`config.mk`:
```
export PLATFORM = sky130hd
export DESIGN_NAME = event_source_ctrl
export DESIGN_NICKNAME = d
export VERILOG_FILES = /design/src/rtl/event_ctrl_pkg.sv /design/src/rtl/event_source_ctrl_sync_2ff.sv /design/src/rtl/event_source_ctrl.sv
export SDC_FILE = /design/constraint.sdc
export NUM_CORES = 1
export LEC_CHECK = 0
export CAP_MARGIN = 0
export CORE_UTILIZATION = 30
export CTS_CLUSTER_SIZE = 20
export DETAILED_ROUTE_END_ITERATION = 16
export PLACE_DENSITY = 0.58
export SYNTH_ARGS = -nofsm -noshare
export SYNTH_HDL_FRONTEND = slang
export SYNTH_SLANG_ARGS = --single-unit
```
`constraint.sdc`:
```
create_clock -name clk -period 3.6 [get_ports clk]
set_clock_uncertainty 0.2 [all_clocks]
set_input_delay 0.54 -clock clk [delete_from_list [all_inputs] [get_ports clk]]
set_output_delay 0.54 -clock clk [all_outputs]
set_load 0.03 [all_outputs]
```
`src/rtl/event_ctrl_pkg.sv`:
```
// Shared definitions for the event source controller.
// State encoding, default widths and synchronizer depth.
package event_ctrl_pkg;

    localparam logic [2:0] ENC_IDLE      = 3'd0;
    localparam logic [2:0] ENC_DRIVE     = 3'd1;
    localparam logic [2:0] ENC_WAIT_FREE = 3'd2;
    localparam logic [2:0] ENC_GAP       = 3'd3;
    localparam logic [2:0] ENC_DONE      = 3'd4;

    typedef enum logic [2:0] {
        ST_IDLE      = ENC_IDLE,
        ST_DRIVE     = ENC_DRIVE,
        ST_WAIT_FREE = ENC_WAIT_FREE,
        ST_GAP       = ENC_GAP,
        ST_DONE      = ENC_DONE
    } state_t;

    localparam int DEF_CNT_W   = 16;
    localparam int DEF_GAP_W   = 16;
    localparam int DEF_PULSE_W = 4;
    localparam int SYNC_STAGES = 2;

endpackage

```
`src/rtl/event_source_ctrl_sync_2ff.sv`:
```
// Two-flop synchronizer, async active-low reset.
// Reset value is a parameter so idle-high lines come up idle.
module sync_2ff
    import event_ctrl_pkg::*;
#(
    parameter logic RST_VAL = 1'b1
) (
    input  logic clk,
    input  logic rstn,
    input  logic d,
    output logic q
);

    logic [SYNC_STAGES-1:0] ff;

    // shift the async input through the synchronizer chain
    always_ff @(posedge clk or negedge rstn) begin
        if (!rstn) begin
            ff <= {SYNC_STAGES{RST_VAL}};
        end else begin
            ff <= {ff[SYNC_STAGES-2:0], d};
        end
    end

    assign q = ff[SYNC_STAGES-1];

endmodule

```
`src/rtl/event_source_ctrl.sv`:
```
// Burst event source: active-low drive pulses, waits for sink free.
// Optional WAIT_FREE watchdog: define EVENT_SRC_TIMEOUT_EN.
module event_source_ctrl
    import event_ctrl_pkg::*;
#(
    parameter int CNT_W       = DEF_CNT_W,
    parameter int GAP_W       = DEF_GAP_W,
    parameter int PULSE_W     = DEF_PULSE_W,
    parameter int TIMEOUT_CYC = 1024
) (
    input  logic             clk,
    input  logic             rstn,
    input  logic             i_start,
    input  logic             i_stop,
    input  logic [CNT_W-1:0] i_count,
    input  logic [GAP_W-1:0] i_gap,
    output logic             o_drive,
    input  logic             i_free,
    output logic             o_busy,
    output logic             o_done,
    output logic [CNT_W-1:0] o_issued,
    output logic             o_timeout
);

    localparam int PC_W = $clog2(PULSE_W + 1);
    localparam logic [PC_W-1:0] PULSE_LAST = PC_W'(PULSE_W - 1);
    localparam logic [CNT_W-1:0] ISSUED_MAX = '1;

`ifdef EVENT_SRC_TIMEOUT_EN
    localparam int TO_W = $clog2(TIMEOUT_CYC + 1);
    localparam logic [TO_W-1:0] TO_LAST = TO_W'(TIMEOUT_CYC - 1);
    logic [TO_W-1:0] to_cnt;
    logic            timeout_q;
`endif

    state_t           state;
    logic [CNT_W-1:0] cnt_lat;
    logic [GAP_W-1:0] gap_lat;
    logic [GAP_W-1:0] gap_cnt;
    logic [PC_W-1:0]  pulse_cnt;
    logic [CNT_W-1:0] issued;
    logic [CNT_W-1:0] issued_next;
    logic             drive;
    logic             busy;
    logic             done;
    logic             stop_pending;
    logic             stop_now;
    logic             free_lat;
    logic             free_s;
    logic             free_q;
    logic             free_evt;

    sync_2ff #(
        .RST_VAL(1'b1)
    ) u_free_sync (
        .clk (clk),
        .rstn(rstn),
        .d   (i_free),
        .q   (free_s)
    );

    // registered falling-edge detect on the synchronized free line
    always_ff @(posedge clk or negedge rstn) begin
        if (!rstn) begin
            free_q   <= 1'b1;
            free_evt <= 1'b0;
        end else begin
            free_q   <= free_s;
            free_evt <= free_q & ~free_s;
        end
    end

    assign issued_next = (issued == ISSUED_MAX) ?
                         issued : issued + CNT_W'(1);
    assign stop_now    = stop_pending | i_stop;

    // burst sequencer with registered outputs
    always_ff @(posedge clk or negedge rstn) begin
        if (!rstn) begin
            state        <= ST_IDLE;
            cnt_lat      <= '0;
            gap_lat      <= '0;
            gap_cnt      <= '0;
            pulse_cnt    <= '0;
            issued       <= '0;
            drive        <= 1'b1;
            busy         <= 1'b0;
            done         <= 1'b0;
            stop_pending <= 1'b0;
            free_lat     <= 1'b0;
`ifdef EVENT_SRC_TIMEOUT_EN
            to_cnt       <= '0;
            timeout_q    <= 1'b0;
`endif
        end else begin
            done <= 1'b0;
            if (state != ST_IDLE && i_stop) begin
                stop_pending <= 1'b1;
            end
            unique case (state)
                ST_IDLE: begin
                    stop_pending <= 1'b0;
                    if (i_start && !i_stop) begin
                        cnt_lat  <= i_count;
                        gap_lat  <= i_gap;
                        issued   <= '0;
                        free_lat <= 1'b0;
                        busy     <= 1'b1;
`ifdef EVENT_SRC_TIMEOUT_EN
                        timeout_q <= 1'b0;
`endif
                        if (i_count == '0) begin
                            state <= ST_DONE;
                            done  <= 1'b1;
                        end else begin
                            state     <= ST_DRIVE;
                            drive     <= 1'b0;
                            pulse_cnt <= PULSE_LAST;
                        end
                    end
                end
                ST_DRIVE: begin
                    if (free_evt) begin
                        free_lat <= 1'b1;
                    end
                    if (pulse_cnt == '0) begin
                        drive <= 1'b1;
                        state <= ST_WAIT_FREE;
`ifdef EVENT_SRC_TIMEOUT_EN
                        to_cnt <= '0;
`endif
                    end else begin
                        pulse_cnt <= pulse_cnt - PC_W'(1);
                    end
                end
                ST_WAIT_FREE: begin
                    if (free_evt || free_lat) begin
                        free_lat <= 1'b0;
                        issued   <= issued_next;
                        if (issued_next == cnt_lat || stop_now) begin
                            state <= ST_DONE;
                            done  <= 1'b1;
                        end else if (gap_lat == '0) begin
                            state     <= ST_DRIVE;
                            drive     <= 1'b0;
                            pulse_cnt <= PULSE_LAST;
                        end else begin
                            state   <= ST_GAP;
                            gap_cnt <= gap_lat - GAP_W'(1);
                        end
                    end
`ifdef EVENT_SRC_TIMEOUT_EN
                    else if (to_cnt == TO_LAST) begin
                        timeout_q <= 1'b1;
                        state     <= ST_DONE;
                        done      <= 1'b1;
                    end else begin
                        to_cnt <= to_cnt + TO_W'(1);
                    end
`endif
                end
                ST_GAP: begin
                    if (stop_now) begin
                        state <= ST_DONE;
                        done  <= 1'b1;
                    end else if (gap_cnt == '0) begin
                        state     <= ST_DRIVE;
                        drive     <= 1'b0;
                        pulse_cnt <= PULSE_LAST;
                    end else begin
                        gap_cnt <= gap_cnt - GAP_W'(1);
                    end
                end
                ST_DONE: begin
                    state <= ST_IDLE;
                    busy  <= 1'b0;
                end
                default: begin
                    state <= ST_IDLE;
                    busy  <= 1'b0;
                    drive <= 1'b1;
                end
            endcase
        end
    end

    assign o_drive  = drive;
    assign o_busy   = busy;
    assign o_done   = done;
    assign o_issued = issued;
`ifdef EVENT_SRC_TIMEOUT_EN
    assign o_timeout = timeout_q;
`else
    assign o_timeout = 1'b0;
`endif

endmodule

```
; Yosys cells after proc, flatten, opt, wreduce, memory -nomap -nowiden
; Index checks and enable logic that the tools add are counted.
[totals]
ff_bits = 79
input_bits = 37
word_cells = 118
output_inout_bits = 20
[op_classes]
mux = 51
eq_ne = 19
reduce_logical = 25
add_sub_neg = 4
bitwise = 5
[ops]
columns = op, n
row1 = $mux W16, 8
row2 = $pmux W16 S2, 2
row3 = $logic_not A16 Y1, 3
row4 = $mux W3, 15
row5 = $sub A16 B1 Y16 const B, 2
row6 = $ne A2 B2 Y1 const B, 12
row7 = $pmux W3 S4, 2
row8 = $mux W1, 19
row9 = $reduce_and A9 Y1, 2
row10 = $add A16 B1 Y16 const B, 1
row11 = $eq A16 B16 Y1, 1
row12 = $eq A16 B16 Y1 const B, 1
row13 = $reduce_and A4 Y1, 2
row14 = $eq A3 B2 Y1 const B, 2
row15 = $logic_not A3 Y1, 2
row16 = $pmux W1 S3, 2
row17 = $reduce_and A6 Y1, 1
row18 = $reduce_bool A2 Y1, 3
row19 = $reduce_bool A3 Y1, 2
row20 = $pmux W1 S5, 1
row21 = $reduce_and A2 Y1, 2
row22 = $reduce_bool A4 Y1, 1
row23 = $eq A3 B1 Y1 const B, 1
row24 = $eq A3 B3 Y1 const B, 1
row25 = other kinds (12), 16

; Longest topological paths before layout
[logic_depth]
word_depth = 7
mapped_depth = 14
depth_no_buf = 10

; Modules after synthesis
; A second synthesis with hierarchy kept.
[hier_totals]
hier_cells = 545
area_unflattened_um2 = 4932.2
[modules_own_cells]
columns = module, cells_per_inst, instances, area_each_um2
row1 = event_source_ctrl, 543, 1, 4879.7
row2 = sync_2ff, 2, 1, 52.6

; Least setup slack after synthesis
; Ideal clock, no wire load.
[synth_path]
path_kind = reg-to-reg
startpoint = reg state[2]
endpoint = reg gap_cnt[14]
arrival_ps = 3463
period_less_slack_ps = 3789
stages_incl_launch_ff = 14
setup_time_ps = 126
path_slack_ps = -189
path_cell_list = dfrtp_1 and2b_2 and2_1 clkbuf_1 clkbuf_8 clkbuf_1 mux2i_1 ha_1 o21ai_1 o21bai_1 o21bai_1 a2111oi_0 o21ai_0 a221o_1
[synth_via]
elab_chain_len = 3
elab_cells_between_ends = 10
cone_classes = 7 x eq/ne / 1 x mux / 2 x reduce/logical
[synth_lines]
columns = element, line
row1 = from (decl), event_source_ctrl.sv:36  ; state_t state;
row2 = from (signal assigned), event_source_ctrl.sv:80  ; state <= ST_IDLE;
row3 = from (signal assigned), event_source_ctrl.sv:113  ; state <= ST_DONE;
row4 = from (signal assigned), event_source_ctrl.sv:116  ; state <= ST_DRIVE;
row5 = $eq A3 B2 Y1, event_source_ctrl.sv:100  ; unique case (state)
row6 = $ne A2 B2 Y1 (no source line) or $reduce_bool A2 Y1 (tied branches), -
row7 = $reduce_and A6 Y1 (no source line), -
row8 = to (signal assigned), event_source_ctrl.sv:149  ; gap_cnt <= gap_lat - GAP_W'(1);
row9 = to (signal assigned), event_source_ctrl.sv:171  ; gap_cnt <= gap_cnt - GAP_W'(1);
row10 = to (decl), event_source_ctrl.sv:39  ; logic [GAP_W-1:0] gap_cnt;
; Several ways; a longest one is shown, not always the timed one.
; A chain may end at the register's enable or synchronous reset.

; Worst setup path in the final report
[layout_path]
startpoint = reg issued[0], in the netlist o_issued[0]
endpoint = reg gap_cnt[11]
[layout_via]
elab_chain_len = 6
elab_cells_between_ends = 7
cone_classes = 1 x add/sub / 3 x eq/ne / 1 x mux / 2 x reduce/logical
[layout_lines]
columns = element, line
row1 = from (decl), event_source_ctrl.sv:41  ; logic [CNT_W-1:0] issued;
row2 = from (signal assigned), event_source_ctrl.sv:139  ; issued <= issued_next;
row3 = $add A16 B1 Y16 or $eq A16 B16 Y1 (tied branches), "event_source_ctrl.sv:74, event_source_ctrl.sv:73"
row4 = $mux W16 *, event_source_ctrl.sv:73  ; assign issued_next = (issued == ISSUED_MAX) ?
row5 = $eq A16 B16 Y1 *, event_source_ctrl.sv:140  ; if (issued_next == cnt_lat || stop_now) begin
row6 = $logic_or A1 B1 Y1 *, event_source_ctrl.sv:140
row7 = $ne A2 B2 Y1 (no source line) *, -
row8 = $reduce_and A6 Y1 (no source line) *, -
; Mark *: on every way between the ends. The rest lies on a longest branch, timed or not.

==> reports/results.ini <==
[logic_synthesis]
yosysWarnings = 0
yosys-top-cells-count = 75 x dfrtp_1, 56 x nand2_1, 48 x nor2_1
synth_most_common_cell = dfrtp_1
syn_inst = 576
synth_top_area_share_pct = 36.6
synth_largest_area_cell = dfrtp_1
syn-cell-area_sq_mm = 0.00512
ys_ff_latch = 79
syn_area_per_cell_sq_um = 8.89
yosysUniqueCellTypes = 75
syn-num-nets = 617
synth_enable_flop_cells = 0
ys_seq_area_share_pct = 38.7
synth_area_leaders = dfrtp_1 37%, mux2_2 7.7%, nand2_1 4.1%, o21ai_0 3.8%, a21oi_1 3.5%
async_reset_ff_share_pct = 100
ys_dominant_reg_cell = dfrtp_1

[power]
ir_worst_vdd_mv = 0.242
power.density_mw_per_mm2 = 777
p_leak_nw = 2.49

[floorplan]
ios = 57
dieArea_sq_mm = 0.0176
fp.dieH_microns = 133
core_sq_mm = 0.0166
start_util_pct = 30.8
row_count = 47
die_w_microns = 133

[place]
numPortBuffers = 55
gp_congestion = 0.911
dp_cells = 849
place_hpwl_microns = 11000
dpl_cell_area_sq_mm = 0.00604

[global_routing]
track_usage_pct = 17.6
grt_max_degree = 41
grt_pass1_vias = 4567
grt.overflow.total = 0
grt_pass1_wl_microns = 24500
antenna_found_initial = 0

[clock_tree]
clkSlewWorstSetupHoldPaths_ps = 60
cts_buffer_depth = 2
htree_num_levels = 3
clock-sinks = 79
cts_root_buf = clkbuf_16
worstSkewPairLatency_ps = 350
numCtsBuffers = 9
cts_tree = done

[critical_path]
crit_type = reg -> reg
required_ps = 3610
r2r-end = gap_cnt[11]
rrSetupSlack_ps = 220
worstSetupEndpointType = flip-flop
critical_path.max_fanout = 12
setup.worst_path.end = gap_cnt[11]
cp.arrival_ps = 3390
start_kind = flip-flop
reg2regPathDepth = 12
cp-startpoint = o_issued[0]
r2r-start = o_issued[0]

[route]
drtIter0Drc = 419
vias = 4786
via_per_inst = 5.51
wl_per_cell_microns = 17.3
drc = 0
routed_wirelength_microns = 15100
antenna_left = 0
firstDrtPassIters = 5

[outcome]
outcome = finished, final reports clean

[sta]
timing.fmax_ghz = 0.296
final_max_slew_viol_count = 0
setup_viol = 0
post-route-period-util_pct = 94.0
grt_setup_unrepaired = yes
hold_viol = 0
fin_crit_ps = 3380
tightest_slew_ps = 788
max-slew-margin-rel_pct = 46.8

[run]
cap_violations = 0

[hold_path]
hold_class = reg -> reg

[finish]
nets = 684
nFillCells = 1665
diodes = 0
area_growth_syn_to_layout_pct = 23.5
final_cell_area_sq_mm = 0.00633
instances_no_fill = 868
drive_gt1_share_pct = 17.1

## placed cells by master, fill, tap and decap left out, types with 8 or more instances in the layout
master	instances
a21oi_1	36
a31oi_1	9
buf_4	36
clkbuf_16	9
clkdlybuf4s50_1	54
dfrtp_1	74
inv_1	14
mux2_2	35
nand2_1	56
nand2b_1	8
nand3_1	9
nand4_1	21
nor2_1	48
nor3_1	23
nor4_1	9
o211ai_1	8
o21ai_0	38
o31ai_1	9
xnor2_1	13
## registers in the layout, summed over array words and instances, names as in the netlist
signal / count
o_busy: 1
o_done: 1
u_free_sync.ff: 2
stop_pending: 1
gap_lat: 16
free_q: 1
o_issued: 16
state: 3
free_evt: 1
cnt_lat: 16
pulse_cnt: 3
gap_cnt: 16
o_drive: 1
free_lat: 1
## power breakdown
group | total (mW) | leakage, nW | internal (mW) | switching [mW]
logic | 2.39 | 1.39 | 1.08 | 1.31
registers | 1.69 | 0.975 | 1.25 | 0.441
clock network | 0.831 | 0.125 | 0.466 | 0.365
## stage by stage
step	TNS (ps)	total power [mW]	util, %	worst slack [ps]	hold WS, ps
after floorplan	0	3.33	-	89.4	44.4
after global placement	0	4.00	36.3	263	148
after detailed placement	0	4.06	36.3	153	153
after CTS	0	4.91	37.9	125	151
after global routing	-12.6	5.29	38.0	-12.6	151
final	0	4.91	38.0	217	145
## worst max-delay path: stages, from the launching register on
cell,delay (ps)
dfrtp_1,390
ha_1,280
and4_1,250
buf_4,170
nand3_1,90
nand4_1,160
xnor2_1,210
a2111o_1,430
nand4b_1,330
and2_4,310
buf_12,150
a21oi_1,140
o221ai_1,130
## cell type report
cell class                      instances  area [sq um]  area share [%]
Clock buffer                           14           244            3.86
Multi-Input combinational cell        446          2900            45.8
Timing Repair Buffer                   93           861            13.6
Tap cell                              220           275            4.35
Inverter                               14          52.6           0.831
Clock inverter                          2          10.0           0.158
Sequential cell                        79          1980            31.3
## repair_timing
| action | 4_1_cts | 5_1_grt |
|---|---|---|
| gates resized for setup | 0 | 3 |
| hold endpoints to repair | 35 | 0 |
| setup buffers | 0 | 2 |
| hold buffers | 1 | 0 |
| endpoints found under the setup margin | 0 | 13 |
## worst min path at each step
stage                      start                 to  depth (start not counted)
4_1_cts        u_free_sync.ff[0]  u_free_sync.ff[1]                          0
3_5_place_dp   u_free_sync.ff[0]  u_free_sync.ff[1]                          0
2_1_floorplan               rstn         cnt_lat[0]                          0
3_3_place_gp   u_free_sync.ff[0]  u_free_sync.ff[1]                          0
5_1_grt        u_free_sync.ff[0]  u_free_sync.ff[1]                          0
6_report       u_free_sync.ff[0]  u_free_sync.ff[1]                          0
## routing by layer
layer  routed length [microns]  global-route usage (%)
met1                      7090                    24.8
met2                      6950                    27.5
met3                       760                    2.49
met4                       252                    6.19
met5                         0                       0
## cell families after synthesis
group	share of synthesized area, %
compound gates	19.0
xor+xnor	2.91
fa+ha+maj	0.977
buf+inv	5.03
flops	38.7
mux	8.09
other cells	0.0732
simple gates	25.2
(Power assumes the default switching activity.)
